==> src/rtl/leve1_if.sv <==
`default_nettype none
// ============================================================================
//  Module   : leve1_if
//  Purpose  : Level-1 instruction fetch front end. Issues sequential fetches,
//             pairs in-order responses with their PCs, buffers two decoded-ready
//             instructions and discards in-flight responses after a redirect.
//  Revision : 1.0  initial release
// ============================================================================
module leve1_if #(
    parameter int              XLEN      = 32,
    parameter logic [XLEN-1:0] RESET_VEC = XLEN'(32'h8000_0000)
) (
    input  logic            CLK,
    input  logic            RSTn,
    output logic            IMEM_AVALID,
    input  logic            IMEM_AREADY,
    output logic [XLEN-1:0] IMEM_ADDR,
    input  logic            IMEM_RVALID,
    input  logic [31:0]     IMEM_RDATA,
    output logic            OVALID,
    input  logic            OREADY,
    output logic [XLEN-1:0] OPC,
    output logic [31:0]     OINSTR,
    input  logic            FLUSH,
    input  logic [XLEN-1:0] FLUSH_PC
);

    logic [XLEN-1:0] pc;
    logic [1:0]      outstanding;
    logic [1:0]      drop;
    logic [1:0]      fifo_count;

    logic [XLEN-1:0] pcq_mem [2];
    logic            pcq_rd;
    logic            pcq_wr;

    logic [XLEN-1:0] fifo_pc    [2];
    logic [31:0]     fifo_instr [2];
    logic            fifo_rd;
    logic            fifo_wr;

    logic [2:0] credit_sum;
    logic [2:0] in_flight;
    logic [2:0] drop_after_flush;
    logic       req_fire;
    logic       rsp_drop;
    logic       rsp_take;
    logic       push;
    logic       pop;

    assign credit_sum = {1'b0, outstanding} + {1'b0, drop} + {1'b0, fifo_count};
    assign in_flight  = {1'b0, outstanding} + {1'b0, drop};

    // Credits cover every slot a response could land in, so the buffer
    // can never overflow and no back-pressure toward memory is needed.
    assign IMEM_AVALID = RSTn && !FLUSH && (credit_sum < 3'd2);
    assign IMEM_ADDR   = pc;
    assign req_fire    = IMEM_AVALID && IMEM_AREADY;

    // A response with nothing outstanding and nothing to drop is ignored.
    assign rsp_drop = IMEM_RVALID && (drop != 2'd0);
    assign rsp_take = IMEM_RVALID && (drop == 2'd0) && (outstanding != 2'd0);

    assign push = rsp_take && !FLUSH;
    assign pop  = OVALID && OREADY && !FLUSH;

    assign drop_after_flush = in_flight - ((rsp_drop || rsp_take) ? 3'd1 : 3'd0);

    assign OVALID = (fifo_count != 2'd0);
    assign OPC    = fifo_pc[fifo_rd];
    assign OINSTR = fifo_instr[fifo_rd];

    always_ff @(posedge CLK or negedge RSTn) begin
        if (!RSTn) begin
            pc          <= RESET_VEC;
            outstanding <= 2'd0;
            drop        <= 2'd0;
            fifo_count  <= 2'd0;
            fifo_rd     <= 1'b0;
            fifo_wr     <= 1'b0;
            pcq_rd      <= 1'b0;
            pcq_wr      <= 1'b0;
        end else if (FLUSH) begin
            pc          <= FLUSH_PC;
            outstanding <= 2'd0;
            drop        <= drop_after_flush[1:0];
            fifo_count  <= 2'd0;
            fifo_rd     <= 1'b0;
            fifo_wr     <= 1'b0;
            pcq_rd      <= 1'b0;
            pcq_wr      <= 1'b0;
        end else begin
            if (req_fire) begin
                pc     <= pc + XLEN'(4);
                pcq_wr <= ~pcq_wr;
            end
            if (rsp_take) begin
                pcq_rd <= ~pcq_rd;
            end
            outstanding <= outstanding + {1'b0, req_fire} - {1'b0, rsp_take};
            if (rsp_drop) begin
                drop <= drop - 2'd1;
            end
            if (push) begin
                fifo_wr <= ~fifo_wr;
            end
            if (pop) begin
                fifo_rd <= ~fifo_rd;
            end
            fifo_count <= fifo_count + {1'b0, push} - {1'b0, pop};
        end
    end

    // Payload storage carries no reset; it is only observed behind OVALID.
    always_ff @(posedge CLK) begin
        if (req_fire) begin
            pcq_mem[pcq_wr] <= pc;
        end
        if (push) begin
            fifo_pc[fifo_wr]    <= pcq_mem[pcq_rd];
            fifo_instr[fifo_wr] <= IMEM_RDATA;
        end
    end

endmodule
`default_nettype wire

==> config.mk <==
export PLATFORM = sky130hd
export DESIGN_NAME = leve1_if
export DESIGN_NICKNAME = d
export VERILOG_FILES = /design/src/rtl/leve1_if.sv
export SDC_FILE = /design/constraint.sdc
export NUM_CORES = 1
export LEC_CHECK = 0
export ABC_CLOCK_PERIOD_IN_PS = 7450
export CAP_MARGIN = 20
export CORE_ASPECT_RATIO = 1.2
export CORE_MARGIN = 2
export CORE_UTILIZATION = 40
export CTS_BUF_LIST = sky130_fd_sc_hd__clkbuf_16
export DETAILED_ROUTE_END_ITERATION = 6
export GPL_TIMING_DRIVEN = 0
export PLACE_DENSITY = 0.73
export SYNTH_ARGS = -nofsm -noshare
export SYNTH_HDL_FRONTEND = slang
export SYNTH_SLANG_ARGS = --single-unit
==> constraint.sdc <==
create_clock -name CLK -period 7.45 [get_ports CLK]
set_clock_uncertainty 0.2 [all_clocks]
set_input_delay 1.49 -clock CLK [delete_from_list [all_inputs] [get_ports CLK]]
set_output_delay 1.49 -clock CLK [all_outputs]
set_load 0.05 [all_outputs]
==> results of run 1 <==
## per-stage QoR
step	cells	total power (W)
2_1_floorplan	587	0.00187
3_3_place_gp	1068	0.00206
3_5_place_dp	1076	0.00208
4_1_cts	1120	0.00322
5_1_grt	1120	0.00331
6_report	1120	0.00319
## per-layer routing
metal	track usage (%)	share of wire, %
met5	0	0
met4	5.87	2.8
met3	2.96	6.3
met2	30.9	52
met1	20.7	39
## power by group
group	total (W)	internal, W	switching [W]
clock	0.00114	0.000672	0.000471
sequential	0.00156	0.00149	0.0000676
combinational	0.000488	0.000197	0.000290
total	0.00319	0.00236	0.000829
## layout make-up
cell class | instances | area share (%)
Multi-Input combinational cell | 320 | 20.6
Clock buffer | 25 | 4.99
Inverter | 11 | 0.329
Sequential cell | 234 | 54.4
Tap cell | 315 | 3.14
Clock inverter | 19 | 1.04
Buffer | 22 | 0.758
Timing Repair Buffer | 174 | 14.8
## kinds of logic (layout without fill, tap and decap cells)
kind of cell | after synthesis | count (layout) | synth area share [%]
AO/OA/AOI/OAI | 61 | 61 | 4.25
XOR/XNOR | 14 | 14 | 1.37
adder cells (fa/ha/maj) | 10 | 10 | 1.47
buffers and inverters | 33 | 251 | 1.43
flip-flops | 234 | 234 | 71.7
multiplexers | 102 | 102 | 12.0
AND/OR/NAND/NOR | 133 | 133 | 7.81
## worst max-delay path, delay by kind of cell, from the launching register on
kind	cells	cell delay (ns)
simple gates	1	0.27
xor+xnor	1	0.25
fa+ha+maj	3	1.18
buf+inv	1	0.85
flops	1	0.42
## registers in the layout, summed over array words and instances, names as in the netlist
signal,count
outstanding,2
fifo_pc,64
fifo_count,2
fifo_wr,1
pcq_wr,1
pcq_rd,1
drop,2
IMEM_ADDR,32
pcq_mem,64
fifo_instr,64
fifo_rd,1
## layout by cell type, fill, tap and decap left out, types with 10 or more instances in the layout
cell type        netlist  layout
o21ai_1               10      10
clkbuf_16              0      25
a21oi_1               10      10
clkbuf_1              17      17
clkdlybuf4s50_1        0     165
nand3_1               12      12
mux2_2                98      98
inv_1                 10      17
nand2_1               35      35
o21ai_0               11      11
nor2_1                29      26
edfxtp_1             192     192
nand4_1               13      13
dfrtp_1               41      41
## worst max path at each step
stage	slack [ns]	end	depth (start not counted)	startpoint
4_1_cts	2.24	IMEM_AVALID	6	outstanding[0]
3_3_place_gp	-0.61	fifo_instr[1][12]	4	IMEM_RVALID
5_1_grt	2.15	IMEM_AVALID	6	outstanding[0]
6_report	2.28	IMEM_AVALID	6	outstanding[0]
2_1_floorplan	1.96	fifo_instr[0][0]	4	FLUSH
3_5_place_dp	2.66	IMEM_AVALID	4	FLUSH
==> flow_metrics.py, run 1 <==
metrics = {
    "drt": {
        "totalWireLength_um": 21500,
        "final_antenna_net_count": 0,
        "first_iter_violations": 392,
        "num_vias": 5720,
        "drt_pass1_iterations": 5,
        "routed_via_density": 5.11,
        "wl_per_cell_um": 19.2,
        "drc": 0,
    },
    "yosys": {
        "syn_area_per_cell_um2": 16.2,
        "synth_top_area_share_pct": 60.6,
        "synthArstFlopShare_pct": 17.9,
        "synth_top_area_cell": "edfxtp_1",
        "synth-main-ff-cell": "edfxtp_1",
        "synth-seq-cells": 234,
        "synthesis.area_um2": 9520,
        "synth.distinct_cells": 53,
        "synth-edff-count": 192,
        "yosysMostFrequentCell": "edfxtp_1",
        "synth_commonest_cells": "192 x edfxtp_1, 98 x mux2_2, 41 x dfrtp_1",
        "synthTopCellsByArea": "edfxtp_1 61%, mux2_2 12%, dfrtp_1 11%",
        "ys_warn_count": 0,
        "syn_nets": 667,
        "synth-seq-area-share_pct": 71.7,
        "synthCells": 587,
    },
    "critical_path": {
        "cp_common_cell": "fa_1",
        "worst_path_max_delay_cell": "clkdlybuf4s50_1",
        "arrival_ns": 3.48,
        "regToRegEndpoint": "pcq_mem[1][24]",
        "rrSetupSlack_ns": 3.55,
        "start_kind": "flop",
        "crit_type": "reg -> out",
        "crit_path_max_incr_delay_ns": 0.85,
        "worst-path-max-fanout": 5,
        "cp_cell_sequence": "ha_1 -> fa_1 -> fa_1 -> xor2_2 -> nor4b_1 -> clkdlybuf4s50_1",
        "crit_path_end_kind": "output pin",
        "required_ns": 5.76,
        "worst-r2r-cell-count": 7,
        "r2r-start": "outstanding[0]",
    },
    "cts": {
        "h-tree-depth": 1,
        "post_cts_resized": 0,
        "clk_pin_slew_ns": 0.06,
        "cts_hold_repair.buffers": 0,
        "clock-sinks": 234,
        "post_cts_buffers": 0,
        "clockBufferDepth": 3,
        "clkLatencyLatePin_ns": 0.51,
        "cts_root_buf": "clkbuf_16",
        "cts_made_buffers": 24,
        "cts_tree": "done",
    },
    "placed_design": {
        "gp_congestion": 0.895,
        "dpl.hpwl_um": 15100,
        "portBuffers": 166,
        "dpl_worst_slack_ns": 2.66,
        "place_area_um2": 11800,
    },
    "finish": {
        "antennaDiodeCount": 0,
        "fin_nets": 867,
        "post-route-util_pct": 53.9,
        "area_delta_synth_final_pct": 31.8,
        "fillers": 1895,
        "multi_input_area_um2": 2580,
        "drive_above_1_share_pct": 20.2,
        "final_area_um2": 12500,
        "regArea_um2": 6820,
    },
    "timing": {
        "worstMarginPinSlew_ns": 0.898,
        "grt_setup_unrepaired": "no",
        "relSlewSlack_pct": 40.1,
        "fin_setup_tns_ns": 0,
        "fmax_ghz": 0.194,
        "finalCritPeriodShare_pct": 69.3,
        "setup_violations": 0,
        "setup_ws_ns": 2.28,
        "hold_violations": 0,
        "slew_viol_final": 0,
        "min_period_ns": 5.17,
        "hold_ws_ns": 0.295,
    },
    "worst_hold_path": {
        "min_path_type": "reg -> reg",
        "min_path_cells": 0,
        "worstHoldStart": "IMEM_ADDR[1]",
        "hold_end": "pcq_mem[0][1]",
    },
    "grt": {
        "grt_max_degree": 33,
        "grt_pass1_wl_um": 33200,
        "gr-total-overflow": 0,
        "gr-usage-all-layers_pct": 17.3,
        "antenna_found_initial": 0,
        "grt_pass1_vias": 5965,
    },
    "floorplanning": {
        "design.core.area_um2": 23300,
        "dieArea_um2": 25000,
        "start_util_pct": 40.9,
        "rows": 61,
        "num_io_pins": 168,
        "die_w_um": 145,
        "die_h_um": 173,
    },
    "pwr": {
        "leakage_nw": 4.37,
        "power_density_nw_per_um2": 254,
        "ir_worst_vdd_mv": 0.137,
    },
    "status": {
        "run_status": "finished, final reports clean",
    },
    "run": {
        "drv_cap": 0,
    },
}
Power figures use the tool's default switching activity.
==> run 2, diff against run 1 <==
- ABC_CLOCK_PERIOD_IN_PS: 7450 -> 5100
- clock period: 7.45 -> 5.1 ns (I/O delays scaled with it)
==> results of run 2 <==
The final DEF is identical to that of run 1. Status: finished, final reports clean.
Among the figures that moved: setup slack after placement 2.66 ns -> 0.941 ns; clock-pin slew on the worst setup and hold paths 0.06 ns -> 0.07 ns; setup slack after layout 2.28 ns -> 0.404 ns; hold slack 0.295 ns -> 0.242 ns; register-to-register setup slack 3.55 ns -> 1.20 ns; total power 0.00319 W -> 0.00466 W; worst IR drop on VDD 0.137 mV -> 0.200 mV
==> run 3, diff against run 2 <==
- SLEW_MARGIN: not set -> 20
==> run 3 against run 2 <==
Non-clock buffer count grew 1. Critical path depth unchanged. Clock-buffer cell count shrank 1. Combinational power hardly changed. Global-route usage about the same. Cell count up 0.18%. Sequential power is essentially flat. Sequential share of layout area shrank 0.16 points. Setup slack lost 0.019 ns. Hold slack lost 0.019 ns. Critical endpoint unchanged.
==> flow_metrics.py, run 3 (synthesized netlist as in run 1, its figures left out) <==
metrics = {
    "cts": {
        "cts_root_buf": "clkbuf_16",
        "post_cts_resized": 0,
        "cts_tree": "done",
        "clkLatencyLatePin_ns": 0.53,
        "h-tree-depth": 1,
        "clock-sinks": 234,
        "clockBufferDepth": 3,
        "cts_made_buffers": 24,
        "post_cts_buffers": 0,
        "cts_hold_repair.buffers": 0,
        "clk_pin_slew_ns": 0.07,
    },
    "placed_design": {
        "portBuffers": 166,
        "dpl.hpwl_um": 15200,
        "gp_congestion": 0.895,
        "dpl_worst_slack_ns": 0.945,
    },
    "timing": {
        "finalCritPeriodShare_pct": 92.5,
        "min_period_ns": 4.72,
        "worstMarginPinSlew_ns": 0.722,
        "fmax_ghz": 0.212,
        "setup_ws_ns": 0.385,
        "relSlewSlack_pct": 51.9,
        "setup_violations": 0,
        "hold_violations": 0,
        "slew_viol_final": 0,
        "grt_setup_unrepaired": "no",
        "fin_setup_tns_ns": 0,
    },
    "run": {
        "drv_cap": 0,
    },
    "drt": {
        "final_antenna_net_count": 0,
        "drt_pass1_iterations": 6,
        "totalWireLength_um": 21500,
        "routed_via_density": 5.11,
        "wl_per_cell_um": 19.2,
        "drc": 0,
        "first_iter_violations": 379,
        "num_vias": 5737,
    },
    "finish": {
        "fin_nets": 868,
        "post-route-util_pct": 54.0,
        "area_delta_synth_final_pct": 32.2,
        "drive_above_1_share_pct": 20.6,
        "top_regs": "fifo_instr: 64 flops, fifo_pc: 64 flops, pcq_mem: 64 flops",
        "final_cell_mix": "192 x edfxtp_1, 165 x clkdlybuf4s50_1, 98 x mux2_2, 41 x dfrtp_1, 35 x nand2_1",
        "final_common_cell": "edfxtp_1",
    },
    "critical_path": {
        "arrival_ns": 3.50,
        "crit_type": "reg -> out",
        "worst-path-max-fanout": 5,
        "required_ns": 3.88,
        "start_kind": "flop",
        "crit_path_end_kind": "output pin",
    },
    "grt": {
        "grt_pass1_vias": 5920,
        "grt_pass1_wl_um": 33000,
        "gr-total-overflow": 0,
        "grt_max_degree": 30,
        "antenna_found_initial": 1,
        "gr-usage-all-layers_pct": 17.2,
    },
    "pwr": {
        "leakage_nw": 4.39,
        "power_density_nw_per_um2": 370,
        "ir_worst_vdd_mv": 0.202,
    },
    "status": {
        "run_status": "finished, final reports clean",
    },
    "floorplanning": {
        "die_w_um": 145,
        "dieArea_um2": 25000,
        "rows": 61,
        "die_h_um": 173,
        "num_io_pins": 168,
        "start_util_pct": 40.9,
        "design.core.area_um2": 23300,
    },
    "worst_hold_path": {
        "min_path_type": "in -> async",
    },
}
[run 3: changes by cell type in the layout (fill, tap and decap cells not counted)]
cell        before  now
buf_12           3    1
buf_16           5    8
clkbuf_16       25   24
clkinv_1         7    4
clkinv_2         2    5
clkinv_8         0    1
clkinvlp_4       1    0
diode_2          0    1
inv_1           17   18
[run 3: final timing paths]
kind | endpoint | from | cells past startpoint | slack [ns]
max reg2reg | pcq_mem[0][21] | outstanding[0] | 9 | 1.31
max | IMEM_AVALID | outstanding[0] | 6 | 0.38
max in group asynchronous | IMEM_ADDR[31] | RSTn | 2 | 3.89
min reg2reg | pcq_mem[0][1] | IMEM_ADDR[1] | 0 | 0.30
min | drop[0] | RSTn | 1 | 0.22
min in group CLK | pcq_mem[0][1] | IMEM_ADDR[1] | 0 | 0.30
[run 3: area by class of cell]
type,instances,area (µm²)
diodes,1,2.50
plain buffers,22,95.1
clock buffers,24,601
clock inverters,20,146
fillers,1888,10700
inverters,11,41.3
multi-input cells,320,2580
flip-flops and latches,234,6820
well taps,315,394
repair buffers,175,1900
[run 3: worst max-delay path, cell delays in order (launching register included)]
cell	delay, ns
dfrtp_1	0.42
ha_1	0.22
fa_1	0.50
fa_1	0.46
xor2_2	0.25
nor4b_1	0.27
clkdlybuf4s50_1	0.85
[run 3: per-layer routing]
metal | GRT usage (%) | share of wire (%) | up-vias
li1 | - | - | 2643
met1 | 20.9 | 39 | 2848
met2 | 30.7 | 52 | 213
met3 | 3.13 | 6.7 | 33
met4 | 5.42 | 2.5 | 0
met5 | 0 | 0 | -
[run 3: power by group]
part	internal, W	switching [W]
combinational	0.000289	0.000423
sequential	0.00218	0.0000982
clock	0.000955	0.000704
[run 3: per-stage QoR]
stage	instances	total power, W	hold slack, ns	cell area (µm²)
after floorplan	587	0.00274	0.324	9520
after global placement	1068	0.00301	0.278	11600
after detailed placement	1077	0.00303	0.285	11800
after CTS	1121	0.00470	0.220	12600
after global routing	1122	0.00483	0.226	12600
final	1122	0.00465	0.223	12600
